==> src/rtl/mips_pkg.sv <==
// mips_pkg: opcode/funct encodings and the ALU control type shared by the
// decode and execute stages of the five-stage MIPS pipeline.
package mips_pkg;

  localparam logic [5:0] OP_RTYPE = 6'd0;
  localparam logic [5:0] OP_J     = 6'd2;
  localparam logic [5:0] OP_BEQ   = 6'd4;
  localparam logic [5:0] OP_LW    = 6'd35;
  localparam logic [5:0] OP_SW    = 6'd43;

  localparam logic [5:0] FN_ADD   = 6'd32;
  localparam logic [5:0] FN_SUB   = 6'd34;
  localparam logic [5:0] FN_SLT   = 6'd42;

  typedef enum logic [2:0] {
    ALU_ADD = 3'd0,
    ALU_SUB = 3'd1,
    ALU_SLT = 3'd2
  } aluctr_t;

endpackage

==> src/rtl/id_stage_p_if.sv <==
// id_stage_p_if: bundle of the decode stage's fetch, writeback, EX-feedback
// and decode/execute-register signals.
//   slave  : used by id_stage_p (fetch/wb/ex inputs, id_*/dx_* outputs)
//   master : used by the surrounding pipeline or a testbench
interface id_stage_p_if #(
  parameter int DATA_W = 32,
  parameter int NREGS  = 32,
  parameter int PC_W   = 32
);
  localparam int RA_W = $clog2(NREGS);

  logic              if_valid;
  logic [31:0]       if_ir;
  logic [PC_W-1:0]   if_pc;
  logic              id_stall;
  logic              id_redirect;
  logic [PC_W-1:0]   id_target;
  logic              wb_we;
  logic [RA_W-1:0]   wb_rd;
  logic [DATA_W-1:0] wb_data;
  logic              ex_lw;
  logic [RA_W-1:0]   ex_rd;
  logic              dx_valid;
  logic [DATA_W-1:0] dx_a;
  logic [DATA_W-1:0] dx_b;
  logic [DATA_W-1:0] dx_st;
  logic [RA_W-1:0]   dx_rd;
  logic [2:0]        dx_aluctr;
  logic              dx_lw;
  logic              dx_sw;
  logic              id_illegal;

  modport slave (
    input  if_valid, if_ir, if_pc, wb_we, wb_rd, wb_data, ex_lw, ex_rd,
    output id_stall, id_redirect, id_target, dx_valid, dx_a, dx_b, dx_st,
           dx_rd, dx_aluctr, dx_lw, dx_sw, id_illegal
  );

  modport master (
    output if_valid, if_ir, if_pc, wb_we, wb_rd, wb_data, ex_lw, ex_rd,
    input  id_stall, id_redirect, id_target, dx_valid, dx_a, dx_b, dx_st,
           dx_rd, dx_aluctr, dx_lw, dx_sw, id_illegal
  );
endinterface

==> src/rtl/regfile_wt.sv <==
// regfile_wt: NREGS x DATA_W register file, one write port, two
// combinational write-through read ports, synchronous clear.
//   clk, rst        : clock, synchronous active-high clear of all entries
//   we_i, wa_i, wd_i: write port (writes to register 0 are dropped)
//   ra1_i/rd1_o     : read port 1
//   ra2_i/rd2_o     : read port 2
module regfile_wt #(
  parameter int DATA_W = 32,
  parameter int NREGS  = 32
) (
  input  logic                       clk,
  input  logic                       rst,
  input  logic                       we_i,
  input  logic [$clog2(NREGS)-1:0]   wa_i,
  input  logic [DATA_W-1:0]          wd_i,
  input  logic [$clog2(NREGS)-1:0]   ra1_i,
  output logic [DATA_W-1:0]          rd1_o,
  input  logic [$clog2(NREGS)-1:0]   ra2_i,
  output logic [DATA_W-1:0]          rd2_o
);
  localparam int RA_W = $clog2(NREGS);

  logic [DATA_W-1:0] mem_q [NREGS];

  // Storage: clear on reset, otherwise write any nonzero register.
  always_ff @(posedge clk) begin
    if (rst) begin
      for (int i = 0; i < NREGS; i++) begin
        mem_q[i] <= '0;
      end
    end else if (we_i && (wa_i != RA_W'(0))) begin
      mem_q[wa_i] <= wd_i;
    end
  end

  // Read ports: $0 is hard zero; a same-cycle write to the read index wins.
  always_comb begin
    if (ra1_i == RA_W'(0)) begin
      rd1_o = '0;
    end else if (we_i && (wa_i == ra1_i)) begin
      rd1_o = wd_i;
    end else begin
      rd1_o = mem_q[ra1_i];
    end
    if (ra2_i == RA_W'(0)) begin
      rd2_o = '0;
    end else if (we_i && (wa_i == ra2_i)) begin
      rd2_o = wd_i;
    end else begin
      rd2_o = mem_q[ra2_i];
    end
  end
endmodule

==> src/rtl/id_stage_p.sv <==
// id_stage_p: MIPS instruction-decode stage. Decodes add/sub/slt/lw/sw/beq/j,
// reads operands through a write-through register file, stalls on load-use,
// resolves beq/j in-stage with a redirect, and registers one op into EX.
//   clk, rst : clock, synchronous active-high reset
//   bus      : id_stage_p_if.slave (fetch, writeback, EX feedback, dx register)
module id_stage_p #(
  parameter int DATA_W = 32,
  parameter int NREGS  = 32,
  parameter int PC_W   = 32
) (
  input logic         clk,
  input logic         rst,
  id_stage_p_if.slave bus
);
  import mips_pkg::*;

  localparam int RA_W = $clog2(NREGS);

  logic [5:0]        op_s, fn_s;
  logic [4:0]        rs_s, rt_s, rd_s, ex_rd5_s;
  logic [15:0]       imm_s;
  logic [DATA_W-1:0] imm_x_s, ra_s, rb_s;
  logic [PC_W-1:0]   pc4_s, br_tgt_s, j_tgt_s;
  logic              is_r_s, is_lw_s, is_sw_s, is_beq_s, is_j_s, fn_ok_s;
  aluctr_t           alu_s;
  logic              hi_rs_s, hi_rt_s, hi_rd_s, legal_s;
  logic              hazard_s, go_s, issue_s, redirect_s;
  logic              unused_ok;

  logic              dx_valid_d, dx_valid_q, dx_lw_d, dx_lw_q, dx_sw_d, dx_sw_q;
  logic              ill_d, ill_q;
  logic [DATA_W-1:0] dx_a_d, dx_a_q, dx_b_d, dx_b_q, dx_st_d, dx_st_q;
  logic [RA_W-1:0]   dx_rd_d, dx_rd_q;
  aluctr_t           dx_aluctr_d, dx_aluctr_q;

  assign op_s      = bus.if_ir[31:26];
  assign rs_s      = bus.if_ir[25:21];
  assign rt_s      = bus.if_ir[20:16];
  assign rd_s      = bus.if_ir[15:11];
  assign fn_s      = bus.if_ir[5:0];
  assign imm_s     = bus.if_ir[15:0];
  assign unused_ok = ^bus.if_ir[10:6];
  assign imm_x_s   = DATA_W'($signed(imm_s));

  regfile_wt #(.DATA_W(DATA_W), .NREGS(NREGS)) u_rf (
    .clk  (clk),
    .rst  (rst),
    .we_i (bus.wb_we),
    .wa_i (bus.wb_rd),
    .wd_i (bus.wb_data),
    .ra1_i(rs_s[RA_W-1:0]),
    .rd1_o(ra_s),
    .ra2_i(rt_s[RA_W-1:0]),
    .rd2_o(rb_s)
  );

  // Opcode/funct classification and ALU op selection.
  always_comb begin
    is_r_s = 1'b0; is_lw_s = 1'b0; is_sw_s = 1'b0;
    is_beq_s = 1'b0; is_j_s = 1'b0; fn_ok_s = 1'b0;
    alu_s = ALU_ADD;
    case (op_s)
      OP_RTYPE: begin
        is_r_s = 1'b1;
        case (fn_s)
          FN_ADD:  begin fn_ok_s = 1'b1; alu_s = ALU_ADD; end
          FN_SUB:  begin fn_ok_s = 1'b1; alu_s = ALU_SUB; end
          FN_SLT:  begin fn_ok_s = 1'b1; alu_s = ALU_SLT; end
          default: begin fn_ok_s = 1'b0; alu_s = ALU_ADD; end
        endcase
      end
      OP_LW:   is_lw_s  = 1'b1;
      OP_SW:   is_sw_s  = 1'b1;
      OP_BEQ:  is_beq_s = 1'b1;
      OP_J:    is_j_s   = 1'b1;
      default: is_r_s   = 1'b0;
    endcase
  end

  // Register fields naming a register beyond NREGS make the word undecodable.
  assign hi_rs_s = (rs_s >> RA_W) != 5'd0;
  assign hi_rt_s = (rt_s >> RA_W) != 5'd0;
  assign hi_rd_s = (rd_s >> RA_W) != 5'd0;
  assign legal_s = (is_r_s && fn_ok_s && !hi_rs_s && !hi_rt_s && !hi_rd_s)
                || ((is_lw_s || is_sw_s || is_beq_s) && !hi_rs_s && !hi_rt_s)
                || is_j_s;

  // Load-use: rs is a source for everything but j, rt for R-type/sw/beq.
  // Compared at full 5-bit width so out-of-range fields never alias.
  assign ex_rd5_s = 5'(bus.ex_rd);
  assign hazard_s = bus.ex_lw && (ex_rd5_s != 5'd0)
                 && ((!is_j_s && (rs_s == ex_rd5_s))
                  || ((is_r_s || is_sw_s || is_beq_s) && (rt_s == ex_rd5_s)));

  assign go_s        = !rst && bus.if_valid && !hazard_s;
  assign issue_s     = go_s && legal_s && (is_r_s || is_lw_s || is_sw_s);
  assign redirect_s  = go_s && (is_j_s || (is_beq_s && legal_s && (ra_s == rb_s)));
  assign bus.id_stall    = !rst && bus.if_valid && hazard_s;
  assign bus.id_redirect = redirect_s;

  // Branch/jump targets; the j region bits come from pc+4 above bit 27.
  assign pc4_s    = bus.if_pc + PC_W'(32'd4);
  assign br_tgt_s = pc4_s + (PC_W'($signed(imm_s)) << 2);
  assign j_tgt_s  = (pc4_s & ~PC_W'(32'h0FFF_FFFF)) | PC_W'({bus.if_ir[25:0], 2'b00});
  assign bus.id_target = redirect_s ? (is_j_s ? j_tgt_s : br_tgt_s) : PC_W'(32'd0);

  // Next dx register contents; every non-issue cycle is an all-zero bubble.
  always_comb begin
    dx_valid_d = 1'b0; dx_a_d = '0; dx_b_d = '0; dx_st_d = '0;
    dx_rd_d = '0; dx_aluctr_d = ALU_ADD; dx_lw_d = 1'b0; dx_sw_d = 1'b0;
    ill_d = go_s && !legal_s;
    if (issue_s) begin
      dx_valid_d  = 1'b1;
      dx_a_d      = ra_s;
      dx_aluctr_d = alu_s;
      if (is_r_s) begin
        dx_b_d  = rb_s;
        dx_rd_d = rd_s[RA_W-1:0];
      end else if (is_lw_s) begin
        dx_b_d  = imm_x_s;
        dx_rd_d = rt_s[RA_W-1:0];
        dx_lw_d = 1'b1;
      end else begin
        dx_b_d  = imm_x_s;
        dx_st_d = rb_s;
        dx_sw_d = 1'b1;
      end
    end else begin
      dx_valid_d = 1'b0;
    end
  end

  // Decode/execute pipeline register.
  always_ff @(posedge clk) begin
    if (rst) begin
      dx_valid_q <= 1'b0; dx_a_q <= '0; dx_b_q <= '0; dx_st_q <= '0;
      dx_rd_q <= '0; dx_aluctr_q <= ALU_ADD; dx_lw_q <= 1'b0; dx_sw_q <= 1'b0;
      ill_q <= 1'b0;
    end else begin
      dx_valid_q <= dx_valid_d; dx_a_q <= dx_a_d; dx_b_q <= dx_b_d;
      dx_st_q <= dx_st_d; dx_rd_q <= dx_rd_d; dx_aluctr_q <= dx_aluctr_d;
      dx_lw_q <= dx_lw_d; dx_sw_q <= dx_sw_d; ill_q <= ill_d;
    end
  end

  assign bus.dx_valid   = dx_valid_q;
  assign bus.dx_a       = dx_a_q;
  assign bus.dx_b       = dx_b_q;
  assign bus.dx_st      = dx_st_q;
  assign bus.dx_rd      = dx_rd_q;
  assign bus.dx_aluctr  = dx_aluctr_q;
  assign bus.dx_lw      = dx_lw_q;
  assign bus.dx_sw      = dx_sw_q;
  assign bus.id_illegal = ill_q;
endmodule

==> src/flat_wrapper.sv <==
// flat-port wrapper written by rule: the top's interface ports become plain ports
module id_stage_p_flat import mips_pkg::*;
#(
  parameter int DATA_W = 32,
  parameter int NREGS  = 32,
  parameter int PC_W   = 32
)
  (clk, rst, bus_if_valid, bus_if_ir, bus_if_pc, bus_wb_we, bus_wb_rd, bus_wb_data, bus_ex_lw, bus_ex_rd, bus_id_stall, bus_id_redirect, bus_id_target, bus_dx_valid, bus_dx_a, bus_dx_b, bus_dx_st, bus_dx_rd, bus_dx_aluctr, bus_dx_lw, bus_dx_sw, bus_id_illegal);
  id_stage_p_if #(.DATA_W(DATA_W), .NREGS(NREGS), .PC_W(PC_W)) bus_i ();
  input logic clk;
  input logic rst;
  input wire logic [$bits(bus_i.if_valid)-1:0] bus_if_valid;
  input wire logic [$bits(bus_i.if_ir)-1:0] bus_if_ir;
  input wire logic [$bits(bus_i.if_pc)-1:0] bus_if_pc;
  input wire logic [$bits(bus_i.wb_we)-1:0] bus_wb_we;
  input wire logic [$bits(bus_i.wb_rd)-1:0] bus_wb_rd;
  input wire logic [$bits(bus_i.wb_data)-1:0] bus_wb_data;
  input wire logic [$bits(bus_i.ex_lw)-1:0] bus_ex_lw;
  input wire logic [$bits(bus_i.ex_rd)-1:0] bus_ex_rd;
  output wire logic [$bits(bus_i.id_stall)-1:0] bus_id_stall;
  output wire logic [$bits(bus_i.id_redirect)-1:0] bus_id_redirect;
  output wire logic [$bits(bus_i.id_target)-1:0] bus_id_target;
  output wire logic [$bits(bus_i.dx_valid)-1:0] bus_dx_valid;
  output wire logic [$bits(bus_i.dx_a)-1:0] bus_dx_a;
  output wire logic [$bits(bus_i.dx_b)-1:0] bus_dx_b;
  output wire logic [$bits(bus_i.dx_st)-1:0] bus_dx_st;
  output wire logic [$bits(bus_i.dx_rd)-1:0] bus_dx_rd;
  output wire logic [$bits(bus_i.dx_aluctr)-1:0] bus_dx_aluctr;
  output wire logic [$bits(bus_i.dx_lw)-1:0] bus_dx_lw;
  output wire logic [$bits(bus_i.dx_sw)-1:0] bus_dx_sw;
  output wire logic [$bits(bus_i.id_illegal)-1:0] bus_id_illegal;
  assign bus_i.if_valid = bus_if_valid;
  assign bus_i.if_ir = bus_if_ir;
  assign bus_i.if_pc = bus_if_pc;
  assign bus_i.wb_we = bus_wb_we;
  assign bus_i.wb_rd = bus_wb_rd;
  assign bus_i.wb_data = bus_wb_data;
  assign bus_i.ex_lw = bus_ex_lw;
  assign bus_i.ex_rd = bus_ex_rd;
  assign bus_id_stall = bus_i.id_stall;
  assign bus_id_redirect = bus_i.id_redirect;
  assign bus_id_target = bus_i.id_target;
  assign bus_dx_valid = bus_i.dx_valid;
  assign bus_dx_a = bus_i.dx_a;
  assign bus_dx_b = bus_i.dx_b;
  assign bus_dx_st = bus_i.dx_st;
  assign bus_dx_rd = bus_i.dx_rd;
  assign bus_dx_aluctr = bus_i.dx_aluctr;
  assign bus_dx_lw = bus_i.dx_lw;
  assign bus_dx_sw = bus_i.dx_sw;
  assign bus_id_illegal = bus_i.id_illegal;
  id_stage_p #(.DATA_W(DATA_W), .NREGS(NREGS), .PC_W(PC_W)) u_core (.clk(clk), .rst(rst), .bus(bus_i));
endmodule
==> config.mk <==
export PLATFORM = sky130hd
export DESIGN_NAME = id_stage_p_flat
export DESIGN_NICKNAME = d
export VERILOG_FILES = /design/src/rtl/mips_pkg.sv /design/src/rtl/id_stage_p_if.sv /design/src/rtl/regfile_wt.sv /design/src/rtl/id_stage_p.sv /design/src/flat_wrapper.sv
export SDC_FILE = /design/constraint.sdc
export NUM_CORES = 2
export LEC_CHECK = 0
export ABC_CLOCK_PERIOD_IN_PS = 6300
export BUFFER_PORTS_ARGS = -buffer_cell sky130_fd_sc_hd__buf_2
export CAP_MARGIN = 20
export CORE_ASPECT_RATIO = 0.9
export CORE_UTILIZATION = 50
export DETAILED_ROUTE_END_ITERATION = 8
export GPL_ROUTABILITY_DRIVEN = 0
export PLACE_DENSITY = 0.67
export SKIP_LAST_GASP = 1
export SLEW_MARGIN = 20
export SYNTH_ARGS = -nofsm -noshare
export SYNTH_HDL_FRONTEND = slang
export SYNTH_SLANG_ARGS = --single-unit
==> constraint.sdc <==
create_clock -name clk -period 6.3 [get_ports clk]
set_clock_uncertainty 0.1 [all_clocks]
set_input_delay 0.945 -clock clk [delete_from_list [all_inputs] [get_ports clk]]
set_output_delay 0.945 -clock clk [all_outputs]
set_load 0.005 [all_outputs]
[Word-level counts from Yosys, hierarchy flattened]
Memory sizes are Yosys's and may differ from the RTL's.
Cells that the tools add are included.
Widths: inputs -> output; s select.
Storage, ports and cells
  memory bits (writable): 1024
  output and inout port bits: 142
  memories kept: 1
  input port bits: 111
  register bits after elaboration: 108
  logic and storage cells: 97
Memories
  u_core.u_rf.mem_q: words 32, bits a word 32, rd ports 2, clocked after Yosys merged registers in 0, wr ports 32, RTL line regfile_wt.sv:23  | logic [DATA_W-1:0] mem_q [NREGS];
Operators by class
  reduce and logical (&&, ||, !) cells: 42
  add/subtract/negate cells: 2
  multiplexer cells: 28
  eq/ne operators: 12
  bitwise gates (word level): 3
Operator list (count)
  $mux 32: 8
  $add 32x3->32 const B: 1
  $add 32x32->32: 1
  $eq 32x32->1: 1
  $or 32x28->32: 1
  $reduce_or 32->1: 1
  $eq 6x6->1 const B: 5
  $eq 5x5->1: 4
  $logic_and 1x1->1: 17
  $mux 1: 16
  $mux 5: 3
  $logic_not 5->1: 2
  $logic_or 1x1->1: 10
  $reduce_bool 5->1: 2
  $reduce_or 3->1: 3
  $eq 6x2->1 const B: 1
  $eq 6x3->1 const B: 1
  $logic_not 6->1: 1
  $logic_not 1->1: 4
  $pmux 2 s2: 1
  $reduce_or 4->1: 1
  $not 1->1: 2
  $reduce_or 2->1: 1

[Depth between registers and ports, before layout]
  word-level depth: 13
  depth in mapped cells: 20
  mapped depth without buffers: 19

[By module]
Synthesis repeated with hierarchy kept, for this count alone.
Second synthesis, totals
  cell total of the unflattened synthesis: 4521
  area total of the unflattened synthesis: 61012.3 um^2
By module, submodules not included
  regfile_wt: area each 54722.5 um^2, times used 1, cells each 3740, seq. area each 30749.5 um^2
  id_stage_p: area each 6289.8 um^2, times used 1, cells each 781, seq. area each 2142.1 um^2

[Worst setup path after synthesis]
No wires, ideal clock.
  kind: in2out
  start point: input bus_if_pc[2]
  end point: output bus_id_target[26]
  data required time: 5.255 ns
  path buffers: 0
  path slack: 0.857 ns
  stages on the path: 14
  data arrival time: 4.398 ns
  cell sequence: ha_1 -> xor2_1 -> ha_1 -> nor2b_1 -> o21ai_0 -> a21boi_0 -> o41ai_1 -> o311ai_0 -> a31o_2 -> a221o_1 -> and3_1 -> or2b_2 -> o311ai_0 -> a22o_1
On the way
  cells in the longest elaborated chain, start to end: 4
Ends and longest elaborated chain
  from (decl): RTL line flat_wrapper.sv:14  | input wire logic [$bits(bus_i.if_pc)-1:0] bus_if_pc;
  $add 32x3->32: RTL line id_stage_p.sv:102  | assign pc4_s = bus.if_pc + PC_W'(32'd4);
  $add 32x32->32: RTL line id_stage_p.sv:103  | assign br_tgt_s = pc4_s + (PC_W'($signed(imm_s)) << 2);
  $mux 32 (2 in series): RTL line id_stage_p.sv:105  | assign bus.id_target = redirect_s ? (is_j_s ? j_tgt_s : br_tgt_s) : PC_W'(32'd0);
  to (decl): RTL line flat_wrapper.sv:22  | output wire logic [$bits(bus_i.id_target)-1:0] bus_id_target;
No other way between the ends.

[Worst setup path in the final report]
  start point: input bus_if_ir[25]
  end point: output bus_id_target[26]
On the way
  cells in the longest elaborated chain, start to end: 9
  elaborated cells between the ends (all ways): 17
  those cells by class: 3 x eq/ne; 3 x mux; 10 x reduce/logical; 1 x memory
Ends and longest elaborated chain
  from (decl): RTL line flat_wrapper.sv:13  | input wire logic [$bits(bus_i.if_ir)-1:0] bus_if_ir;
  parallel branches: the longest is 7 deep, another holds $mem_v2 32x32
  $logic_and 1x1->1 *: RTL line id_stage_p.sv:97  | assign redirect_s = go_s && (is_j_s || (is_beq_s && legal_s && (ra_s == rb_s)));
  $mux 32 *: RTL line id_stage_p.sv:105
Mark *: on every way between the ends.

==> results <==
- The flow ran to the end, but the final reports show violations.
- The final reports fail on design-rule violations, negative setup slack.
- Global routing finished with a remaining overflow of 0.
- The wire length of the first global-routing pass is 313 mm.
- Across the VDD grid, the largest voltage drop is 0.000268 V.
- The maximum number of pins on one net before global-route repair is 57.
- The post-route cell area is 0.0703 mm².
- The slew at the pin with the worst max-slew slack is 1150 ps.
- The power per cell area is 267 mW/mm².
- The share of the clock period used by the worst path after layout is 101%.
- By instance count, the leading cell after synthesis is sky130_fd_sc_hd__edfxtp_1.
- The beginning of the critical path is bus_if_ir[25].
- The post-layout net count is 4,916.
- The number of hold buffers added after CTS was 0.
- After detailed routing, the number of remaining DRC violations is 2.
- The register area share after synthesis is 53.1%.
- The cell count after synthesis is 4,410.
- The placed instance area is 0.0660 mm².
- The average wire per standard cell is 34.6 µm.
- STA classifies the critical path endpoint as a primary output.
- The core box area is 0.123 mm².
- Summing over every cut layer, the via total after detailed routing is 44,600.
- For this design the top-level I/O count stands at 253.
- The headroom to the max-slew limit is 23.1%.
- The die extent in x is 373 µm.
- The area taken by flip-flops and latches is 0.0329 mm².
- Global routing consumed, over all layers together, 35.1% of the routing resources.
- The most common flop cell mapped by yosys is sky130_fd_sc_hd__edfxtp_1.
- The count of nets left with antenna violations once routing finished came out at 0.
- The full die area is 0.125 mm².
- Along the worst path, the maximum fanout reaches 18.
- Counting flops and latches in the post-synthesis netlist gives 1,131.
- The hold slack is 406 ps.
- In the synthesized netlist, the cells that appear most often are 1,024 x sky130_fd_sc_hd__edfxtp_1, 792 x sky130_fd_sc_hd__and2_1, 372 x sky130_fd_sc_hd__mux4_2.
- Static timing analysis puts the maximum clock frequency at 158 MHz.
- Data on the critical path arrives at its endpoint at 5290 ps.
- The HPWL after detailed placement is 155 mm.
- The total count of max-transition violations in the final report is 0.
- During synthesis, Yosys emitted a total of 0 warnings.
- The async set-or-reset flop fraction in the synthesized netlist is 0%.
- The post-placement setup slack is -309 ps.
- The portion of synthesized cell area occupied by the leading cell type is 49.6%.
- The total setup violations reported at the end of the flow is 23.
- Setup total negative slack on the finished layout was measured at -382 ps.
- The die span in y is 336 µm.
- The first routing iteration left 7,941 violations.
- The average vias per placed instance is 6.87.
- The number of cells on the worst reg-to-reg path is 6.
- The distinct cell type count of the synthesized netlist is 108.
- The synthesized cell area is 0.0620 mm².
- The clock passes through at most 3 buffers.
- The starting utilization of the core area is 50.4%.
- The routed design could run at a clock period as short as 6330 ps.
- The final critical-path setup slack is -31.8 ps.
- The top cell type by total area after synthesis is sky130_fd_sc_hd__edfxtp_1.
- Counting every sink on the clock net gives 1,131.
- The critical path startpoint category is a primary input.
- The critical path is of the primary input to primary output type.
- In this run, synthesis inferred 1,024 flip-flops with an integrated enable.
- The buffer cell driving the clock tree root is sky130_fd_sc_hd__clkbuf_16.
- Compared with the post-synthesis result, the final layout area differs by 13.3%.
- Clock-pin slew was measured on the worst setup and hold paths at 60 ps.
- The design draws 18.7 mW.
- TritonCTS built the clock tree.
- The final layout contains routed wiring with a total length of 224 mm.
- During placement, the flow inserted port buffers numbering 251.
- The tool flagged a number of max-cap violations equal to 0.
- The via count of the first global-routing pass is 41,400.
- The average instance area after synthesis is 14.1 µm².
- The number of iterations in the first detailed-routing pass is 8.
- The leakage power is 25.5 nW.
- In this run the critical register-to-register path is captured at u_core.bus.dx_b[21]$_SDFF_PP0_.
- For the worst setup path, the data required time is 5250 ps.
- The launch instance of the worst register-to-register path is u_core.u_rf.mem_q[25][21]$_SDFFCE_PN0P_.
- Ranked by total cell area, the synthesized netlist is headed by sky130_fd_sc_hd__edfxtp_1 50%, sky130_fd_sc_hd__mux4_2 14%, sky130_fd_sc_hd__and2_1 8.0%.
- In this run the worst hold path is classified as primary input to register.
- The total of fill cells in the finished design is 9,636.
- In the final layout, the share of cells above drive strength 1 is 27.6%.
- The initial antenna violation count is 18.
- The worst setup slack for register-to-register paths is 3580 ps.
- For the worst-skew pair, the clock arrives at the later sink with an insertion delay of 750 ps.
- The number of core rows is 122.
- The final-report hold violation count is 0.
- The number of clock buffers added by TritonCTS is 118.
- Setup repair after global routing could not meet its margin everywhere.
- The H-tree was split into 3 levels.
- The endpoint of the most critical setup path is bus_id_target[26].
- The area of combinational cells with multiple inputs is 0.0267 mm².
## state kept, by name (all words and copies together) (netlist names)
name	count
u_core.bus.dx_aluctr	2
u_core.bus.dx_b	32
u_core.bus.dx_rd	5
u_core.bus.dx_lw	1
u_core.u_rf.mem_q	1024
u_core.bus.dx_a	32
u_core.bus.id_illegal	1
u_core.bus.dx_sw	1
u_core.bus.dx_st	32
u_core.bus.dx_valid	1
## where the power goes
group,internal [mW],switching [mW]
Combinational,1.09,1.68
Clock,4.14,3.08
Sequential,8.55,0.193
## critical path, cell delays in order
cell and delay (ps):
sky130_fd_sc_hd__buf_2 180, sky130_fd_sc_hd__buf_4 190, sky130_fd_sc_hd__or3_1 630, sky130_fd_sc_hd__buf_4 270, sky130_fd_sc_hd__o22ai_1 450, sky130_fd_sc_hd__nor3_2 180
sky130_fd_sc_hd__a31oi_1 590, sky130_fd_sc_hd__xnor2_1 190, sky130_fd_sc_hd__a211o_1 160, sky130_fd_sc_hd__nand4_1 90, sky130_fd_sc_hd__a211o_1 270, sky130_fd_sc_hd__or3_1 350
sky130_fd_sc_hd__buf_4 210, sky130_fd_sc_hd__nor2_8 120, sky130_fd_sc_hd__buf_12 160, sky130_fd_sc_hd__a22o_1 140, sky130_fd_sc_hd__buf_2 120
## cell type report
cell class	count	area share, %
Sequential cell	1131	46.8
Antenna cell	9	0.0320
Inverter	23	0.123
Tap cell	1612	2.87
Clock inverter	66	0.915
Timing Repair Buffer	635	6.63
Clock buffer	157	4.68
Multi-Input combinational cell	2859	37.9
## per-stage QoR
step	utilization (%)	instances
2_1_floorplan	-	4442
3_3_place_gp	53.6	6251
3_5_place_dp	53.6	6251
4_1_cts	56.9	6474
5_1_grt	57.1	6489
6_report	57.1	6492
## layer usage
layer / track usage [%] / wire length (µm)
met1: 46.7 / 81400
met2: 51.8 / 96800
met3: 13.1 / 35200
met4: 14.8 / 11000
met5: 0 / 57
## cell usage in the layout (no fill, tap or decap), types with 39 or more instances in the layout
cell | netlist | routed
sky130_fd_sc_hd__edfxtp_1 | 1024 | 1024
sky130_fd_sc_hd__and2_1 | 792 | 792
sky130_fd_sc_hd__mux4_2 | 372 | 372
sky130_fd_sc_hd__buf_4 | 17 | 348
sky130_fd_sc_hd__nor3_1 | 254 | 249
sky130_fd_sc_hd__buf_2 | 59 | 245
sky130_fd_sc_hd__nor2_1 | 186 | 157
sky130_fd_sc_hd__clkbuf_16 | 0 | 125
sky130_fd_sc_hd__o22ai_1 | 124 | 115
sky130_fd_sc_hd__dfxtp_1 | 107 | 107
sky130_fd_sc_hd__mux2i_1 | 106 | 102
sky130_fd_sc_hd__mux4_1 | 96 | 96
sky130_fd_sc_hd__a22oi_1 | 86 | 84
sky130_fd_sc_hd__a21oi_1 | 84 | 83
sky130_fd_sc_hd__nand2_1 | 81 | 79
sky130_fd_sc_hd__xnor2_1 | 58 | 57
sky130_fd_sc_hd__o21ai_0 | 51 | 51
sky130_fd_sc_hd__a22o_1 | 40 | 39
## worst min path at each step
| stage | depth (start not counted) | from | slack [ps] | endpoint |
|---|---|---|---|---|
| floorplan | 6 | u_core.u_rf.mem_q[30][27]$_SDFFCE_PN0P_ | 720 | u_core.bus.dx_st[27]$_SDFF_PP0_ |
| global placement | 5 | u_core.u_rf.mem_q[19][16]$_SDFFCE_PN0P_ | 930 | u_core.bus.dx_a[16]$_SDFF_PP0_ |
| detailed placement | 5 | u_core.u_rf.mem_q[23][16]$_SDFFCE_PN0P_ | 930 | u_core.bus.dx_a[16]$_SDFF_PP0_ |
| CTS | 2 | bus_if_ir[3] | 370 | u_core.bus.dx_aluctr[0]$_SDFF_PP0_ |
| global route | 2 | bus_if_ir[3] | 380 | u_core.bus.dx_aluctr[0]$_SDFF_PP0_ |
| finish | 2 | bus_if_ir[3] | 410 | u_core.bus.dx_aluctr[0]$_SDFF_PP0_ |
## what timing repair did
action                                  4_1_cts  5_1_grt
cloned                                        0        0
endpoints found under the setup margin       33       33
buffers inserted                              0        8
resized for setup                             6       38
pin swaps                                     0        1
## cell families after synthesis
group / Yosys count / synth area share [%]
mux: 588 / 19.7
simple gates: 1570 / 14.5
other cells: 1 / 0.00605
buf+inv: 452 / 4.65
fa+ha+maj: 37 / 0.759
flops: 1131 / 53.1
xor+xnor: 88 / 1.24
compound gates: 543 / 6.07
Note: power is estimated with default switching activity, not from simulation.
